==> src/rtl/mux_input_conditioner.sv <==
// Input conditioning for a downstream 2:1 mux: synchronizes and debounces the two
// data switches and the select button, and derives a level- or toggle-mode select.
module mux_input_conditioner #(
  parameter int unsigned DEB_CYCLES = 4
) (
  input  logic clk,
  input  logic rst_n,
  input  logic a_raw,
  input  logic b_raw,
  input  logic sel_btn,
  input  logic toggle_mode,
  output logic a,
  output logic b,
  output logic sel,
  output logic sel_pulse
);

  localparam int unsigned CW = (DEB_CYCLES > 1) ? $clog2(DEB_CYCLES) : 1;
  localparam logic [CW-1:0] CNT_MAX = CW'(DEB_CYCLES - 1);
  localparam int unsigned A_CH = 0;
  localparam int unsigned B_CH = 1;
  localparam int unsigned S_CH = 2;
  localparam int unsigned M_CH = 3;

  // Bit order in both synchronizer stages: {toggle_mode, sel_btn, b_raw, a_raw}
  logic [3:0]    meta;
  logic [3:0]    synced;
  logic [2:0]    stable;
  logic [2:0]    stable_nxt;
  logic [CW-1:0] cnt     [3];
  logic [CW-1:0] cnt_nxt [3];
  logic          sel_rise;

  always_ff @(posedge clk or negedge rst_n) begin
    if (!rst_n) begin
      meta   <= '0;
      synced <= '0;
    end else begin
      meta   <= {toggle_mode, sel_btn, b_raw, a_raw};
      synced <= meta;
    end
  end

  // Counter tracks consecutive deviating cycles; it commits on the DEB_CYCLES-th one.
  always_comb begin
    for (int unsigned i = 0; i < 3; i++) begin
      stable_nxt[i] = stable[i];
      cnt_nxt[i]    = '0;
      if (synced[i] != stable[i]) begin
        if (cnt[i] == CNT_MAX) begin
          stable_nxt[i] = synced[i];
        end else begin
          cnt_nxt[i] = cnt[i] + CW'(1);
        end
      end
    end
    sel_rise = stable_nxt[S_CH] & ~stable[S_CH];
  end

  always_ff @(posedge clk or negedge rst_n) begin
    if (!rst_n) begin
      stable    <= '0;
      sel_pulse <= 1'b0;
      sel       <= 1'b0;
      for (int unsigned i = 0; i < 3; i++) begin
        cnt[i] <= '0;
      end
    end else begin
      stable    <= stable_nxt;
      sel_pulse <= sel_rise;
      for (int unsigned i = 0; i < 3; i++) begin
        cnt[i] <= cnt_nxt[i];
      end
      // Level mode uses the next stable value so sel moves on the same edge as the button.
      if (!synced[M_CH]) begin
        sel <= stable_nxt[S_CH];
      end else if (sel_rise) begin
        sel <= ~sel;
      end
    end
  end

  assign a = stable[A_CH];
  assign b = stable[B_CH];

endmodule

==> config.mk <==
export PLATFORM = sky130hd
export DESIGN_NAME = mux_input_conditioner
export DESIGN_NICKNAME = d
export VERILOG_FILES = /design/src/rtl/mux_input_conditioner.sv
export SDC_FILE = /design/constraint.sdc
export NUM_CORES = 1
export LEC_CHECK = 0
export BUFFER_PORTS_ARGS = -buffer_cell sky130_fd_sc_hd__buf_4
export CORE_UTILIZATION = 30
export DETAILED_ROUTE_END_ITERATION = 12
export SLEW_MARGIN = 20
export SYNTH_ARGS = -nofsm -noshare
export SYNTH_HDL_FRONTEND = slang
export SYNTH_SLANG_ARGS = --single-unit
export TNS_END_PERCENT = 1
==> constraint.sdc <==
create_clock -name clk -period 1.1 [get_ports clk]
set_input_delay 0.11 -clock clk [delete_from_list [all_inputs] [get_ports clk]]
set_output_delay 0.11 -clock clk [all_outputs]
set_load 0.02 [all_outputs]
==> results of run 1 <==
-- per-layer routing --
layer	up-vias	wire, um
li1	177	-
met1	170	406
met3	0	62
met2	11	358
met5	-	0
met4	0	0
-- worst min-delay path by stage --
stage,from,to,slack (ns)
detailed placement,rst_n,sel_pulse$_DFF_PN0_,-0.006
global placement,rst_n,sel_pulse$_DFF_PN0_,-0.01
global route,rst_n,sel_pulse$_DFF_PN0_,0.22
finish,rst_n,sel_pulse$_DFF_PN0_,0.22
CTS,rst_n,sel_pulse$_DFF_PN0_,0.22
floorplan,rst_n,cnt[0]$_DFF_PN0_,-0.19
-- cells by family after synthesis --
group / after synthesis / share of synthesized area (%)
fa+ha+maj: 3 / 5.68
xor+xnor: 3 / 3.98
simple gates: 8 / 7.58
mux: 4 / 6.63
compound gates: 4 / 4.17
flops: 19 / 72.0
-- worst reg2reg max path: stages (launching register included) --
cell and delay, ns:
dfrtp_1 0.39, ha_2 0.21, a22o_1 0.20, a21o_1 0.17
-- cell usage in the layout (no fill, tap or decap) --
cell type / instances
o22ai_1: 1
nor3_1: 2
dfrtp_1: 19
nor3b_1: 1
mux2_1: 1
buf_4: 9
a21o_1: 1
o21ai_1: 1
dlygate4sd3_1: 5
ha_2: 1
clkbuf_4: 3
xor2_1: 1
a22o_1: 1
mux2i_1: 1
and2_1: 1
nand2_1: 1
clkbuf_1: 1
and3b_2: 1
ha_1: 2
nor2b_1: 2
mux2_2: 2
xnor2_1: 2
-- sequential cells by signal, indices dropped and copies added, names as in the netlist --
name	cells
meta	4
stable	3
sel_pulse	1
sel	1
cnt	6
synced	4
-- power by group --
part	leakage, uW	internal, uW	switching [uW]
clock network	0.0000150	141	186
registers	0.000231	880	138
logic	0.000150	315	241
total	0.000396	1340	565
-- layout make-up --
type	count	area [um2]	area share (%)
Multi-Input combinational cell	22	188	22.3
Sequential cell	19	475	56.5
Clock buffer	4	26.3	3.13
Timing Repair Buffer	14	118	14.0
Tap cell	27	33.8	4.02
-- stage by stage --
stage	util [%]	setup slack, ns	hold WS [ns]	std cells
6_report	41.6	0.0438	0.217	86
5_1_grt	41.6	0.00735	0.218	86
4_1_cts	41.6	0.0341	0.218	86
3_5_place_dp	37.7	0.00660	-0.00633	77
3_3_place_gp	37.7	0.0189	-0.0101	77
2_1_floorplan	-	0.0313	-0.186	41
-- repair_timing --
item,4_1_cts,5_1_grt
gates resized for setup,1,0
endpoints found under the hold margin,23,0
hold buffers,5,0
endpoints found under the setup margin,1,0
==> results.tsv, run 1 <==
stage	metric	value	unit
critical_path	critical path depth	3	
pwr	maximum vdd drop	1110	uV
drt	Vias/cell	4.16	
grt	met2 GRT Util	12.3	%
cells_and_area	Area Overhead vs Synth	27.3	%
critical_path	Setup crit end	sel$_DFFE_PN0P_	
flow_run	max-cap viol count	0	
synthesis	top post-synthesis cells by area	dfrtp_1, ha_1, mux2_2, xnor2_1, nor2b_1	
drt	Iteration-0 DRC Markers	0	
drt	Post-DRT Antenna Nets	0	
clock_network	root buffer cell	clkbuf_4	
synthesis	Seq/Total Area, Yosys	72.0	%
grt	first-pass GRT wire length	1500	um
sta	Fin Clk Skew	0.00515	ns
synthesis	most frequent cell after synthesis	dfrtp_1	
floorplanning	Core Box Area	2020	um2
clock_network	cts bufs inserted	3	
cells_and_area	Non-Filler Cell Area, Final	841	um2
sta	final hold vios	0	
sta	RSZ-0062 raised after global routing	no	
drt	per-cell routed wire length	9.62	um
synthesis	Syn Area/Cell	16.1	um2
critical_path	WP data arrival	1.24	ns
grt	vias in the first global route	351	
critical_path	Startpoint Class	register	
sta	slew margin rel.	84.6	%
floorplanning	DIE AREA	2390	um2
grt	Tot GR Track Use	8.30	%
drt	WL final	827	um
floorplanning	Initial Util	32.7	%
synthesis	yosys warns	0	
pwr	total power	1900	uW
grt	initial antenna violation count	0	
critical_path	Critical Path End Type	register	
critical_path	critical path's top delay family	flip-flops	
critical_path	CP bufs+invs	0	
synthesis	number of synthesized flops with an enable pin	0	
floorplanning	die height	48.9	um
outcome	run status	completed	
place	RD Place Congestion	0.628	
critical_path	slowest stage delay, CP	0.39	ns
synthesis	Synth area leader	dfrtp_1	
worst_hold_path	Hold WC Path Type	in2async	
synthesis	mapped cell area	661	um2
grt	remaining global-route overflow	0	
critical_path	R2R setup slack	0.04	ns
synthesis	asr flop ratio synth	100	%
critical_path	critical path cell sequence	ha_2 > a22o_1 > a21o_1	
critical_path	worst reg2reg startpoint	cnt[0]$_DFF_PN0_	
sta	Fmax	947	MHz
critical_path	slowest CP cell	dfrtp_1	
clock_network	CTS tree	yes	
synthesis	Synth Net Count	50	
synthesis	most frequent cells after synthesis	dfrtp_1, ha_1	
cells_and_area	diodes inserted	0	
drt	Post-route DRC	0	
drt	first-pass iteration count of the detailed router	1	
drt	via count	358	
grt	largest net degree at the start of global routing	20	
pwr	leakage dissipation	0.000396	uW
critical_path	crit path from	cnt[0]$_DFF_PN0_	
synthesis	Synth top area share	72.0	%
synthesis	flops & latches, synth	19	
floorplanning	die width	48.9	um
grt	grt met3 use	4.67	%
synthesis	Syn Inst Count	41	
clock_network	Worst-path clk slew	0.10	ns
synthesis	library cells used by synthesis	17	
floorplanning	I/O pin cnt	10	
critical_path	reg2reg end	sel$_DFFE_PN0P_	
clock_network	Max clock buf depth	2	
place	placed inst area	762	um2
clock_network	Post-CTS Repair Setup Buffers	0	
place	HPWL after DPL	570	um
sta	max-slew violation total from the final report	0	
clock_network	clock latency on the worst-skew pair	0.28	ns
synthesis	Primary FF master, synth	dfrtp_1	
place	I/O Buffers	9	
critical_path	Setup CP Type	reg2reg	
cells_and_area	layout cell share with drive strength beyond 1	27.1	%
sta	# setup viols final	0	
grt	busiest grt layer	met2	
critical_path	worst r2r path cells	3	
cells_and_area	fin nets	69	
floorplanning	Rows	16	
sta	Tcrit/Tclk final	96.0	%
sta	crit path time final	1.06	ns
cells_and_area	fillcell total	198	
critical_path	Worst Path Max Fanout	5	
grt	GRT met1 Usage	10.7	%
clock_network	H-Tree Depth	1	
pwr	pwr dens	2260	nW/um2
clock_network	clock sink total	19	
critical_path	Critical Path RT	1.29	ns
sta	Worst Tran Pin Value	0.230	ns
sta	Sum Neg Setup Slack	0	ns
(Power assumes the default switching activity.)
==> run 2: changes to the inputs <==
ABC_AREA = 0   (was not set)
CELL_PAD_IN_SITES_DETAIL_PLACEMENT = 0   (was not set)
CELL_PAD_IN_SITES_GLOBAL_PLACEMENT = 1   (was not set)
PLACE_DENSITY_LB_ADDON = 0.1   (was not set)
==> results.tsv, run 2 (synthesized netlist as in run 1, its figures left out) <==
stage	metric	value	unit
outcome	run status	completed	
clock_network	cts bufs inserted	3	
sta	Fmax	963	MHz
grt	first-pass GRT wire length	1730	um
floorplanning	I/O pin cnt	10	
floorplanning	Rows	16	
cells_and_area	Storage cell area	475	um2
place	I/O Buffers	9	
critical_path	Setup CP Type	reg2reg	
sta	Fin Clk Skew	0.000392	ns
sta	Tcrit/Tclk final	94.4	%
drt	via count	374	
cells_and_area	most common cell after layout, fill and taps aside	dfrtp_1	
drt	Post-DRT Antenna Nets	0	
grt	vias in the first global route	421	
clock_network	clock latency on the worst-skew pair	0.28	ns
critical_path	WP data arrival	1.22	ns
grt	remaining global-route overflow	0	
clock_network	H-Tree Depth	1	
floorplanning	DIE AREA	2390	um2
grt	initial antenna violation count	0	
drt	Post-route DRC	0	
drt	Iteration-0 DRC Markers	0	
cells_and_area	Largest regs	cnt x6, meta x4, synced x4	
cells_and_area	max reg flops	6	
critical_path	Critical Path RT	1.28	ns
floorplanning	Core Box Area	2020	um2
drt	Vias/cell	4.25	
cells_and_area	commonest cells after routing, fill and taps aside	dfrtp_1, buf_4, dlygate4sd3_1	
drt	WL final	957	um
grt	Tot GR Track Use	9.55	%
cells_and_area	layout cell share with drive strength beyond 1	29.5	%
sta	max-slew violation total from the final report	0	
place	RD Place Congestion	0.600	
grt	grt met3 use	1.87	%
cells_and_area	multi-input logic area	198	um2
worst_hold_path	Hold WC Path Type	in2async	
sta	crit path time final	1.04	ns
place	HPWL after DPL	679	um
pwr	total power	1960	uW
floorplanning	die width	48.9	um
sta	slew margin rel.	84.2	%
cells_and_area	diodes inserted	0	
cells_and_area	fillcell total	195	
critical_path	crit path from	cnt[0]$_DFF_PN0_	
sta	final hold vios	0	
critical_path	worst reg2reg startpoint	cnt[0]$_DFF_PN0_	
sta	Sum Neg Setup Slack	0	ns
grt	largest net degree at the start of global routing	20	
clock_network	Max clock buf depth	2	
sta	# setup viols final	0	
grt	busiest grt layer	met2	
pwr	leakage dissipation	0.000408	uW
drt	first-pass iteration count of the detailed router	1	
clock_network	CTS tree	yes	
clock_network	Worst-path clk slew	0.10	ns
pwr	maximum vdd drop	1370	uV
grt	GRT met1 Usage	10.8	%
clock_network	clock sink total	19	
critical_path	Critical Path End Type	register	
clock_network	root buffer cell	clkbuf_4	
grt	met2 GRT Util	16.4	%
pwr	pwr dens	2260	nW/um2
cells_and_area	Top reg by flops	cnt	
floorplanning	Initial Util	32.7	%
sta	Worst Tran Pin Value	0.238	ns
floorplanning	die height	48.9	um
critical_path	Worst Path Max Fanout	5	
drt	per-cell routed wire length	10.9	um
flow_run	max-cap viol count	0	
sta	RSZ-0062 raised after global routing	no	
critical_path	Startpoint Class	register	
cells_and_area	Area Overhead vs Synth	31.1	%
cells_and_area	fin nets	71	
## run 2: timing repair
item / CTS / global route
pin swaps: 0 / 2
gates cloned: 0 / 0
gates resized for setup: 1 / 1
setup endpoints to repair: 1 / 1
setup buffers: 0 / 2
endpoints found under the hold margin: 23 / 0
hold buffers: 5 / 0
## run 2: path summary, 6_finish.rpt
| check | cells past startpoint | endpoint | slack, ns |
|---|---|---|---|
| worst max-delay path | 3 | sel$_DFFE_PN0P_ | 0.06 |
| worst min-delay path | 2 | sel_pulse$_DFF_PN0_ | 0.22 |
| worst max register to register | 3 | sel$_DFFE_PN0P_ | 0.06 |
| worst min register to register | 0 | synced[3]$_DFF_PN0_ | 0.36 |
| max in group asynchronous | 2 | stable[1]$_DFFE_PN0P_ | 0.68 |
| min in group clk | 0 | synced[3]$_DFF_PN0_ | 0.36 |
## run 2: routing by layer
layer / part of all wire [%] / wire [um]
met1: 43 / 412
met2: 53 / 503
met3: 3.8 / 36
met4: 0.42 / 4
met5: 0 / 0
## run 2: report_power, final
group	internal, uW	total (uW)	leakage [uW]	switching, uW
combinational	348	600	0.000162	252
sequential	880	1030	0.000231	154
clock	141	324	0.0000150	183
## run 2: worst max-delay path, cell delays in order, from the launching register on
cell and delay, ns:
dfrtp_1 0.42, ha_4 0.19, a22o_1 0.17, a21o_1 0.16
## run 2: final cells by class
class | instances | area share, %
sequential | 19 | 54.9
timing repair buffer | 16 | 15.3
tap | 27 | 3.90
clock buffer | 4 | 3.03
multi-input combinational | 22 | 22.8
## run 2: metrics by stage
step | util, % | hold slack, ns | instances | setup WS [ns] | cell area [um2]
2_1_floorplan | - | -0.186 | 41 | 0.0313 | 661
3_3_place_gp | 37.7 | -0.0173 | 77 | 0.0272 | 762
3_5_place_dp | 37.7 | -0.00609 | 77 | -0.0170 | 762
4_1_cts | 41.6 | 0.224 | 86 | 0.0212 | 841
5_1_grt | 42.8 | 0.236 | 88 | 0.00285 | 866
6_report | 42.8 | 0.224 | 88 | 0.0612 | 866
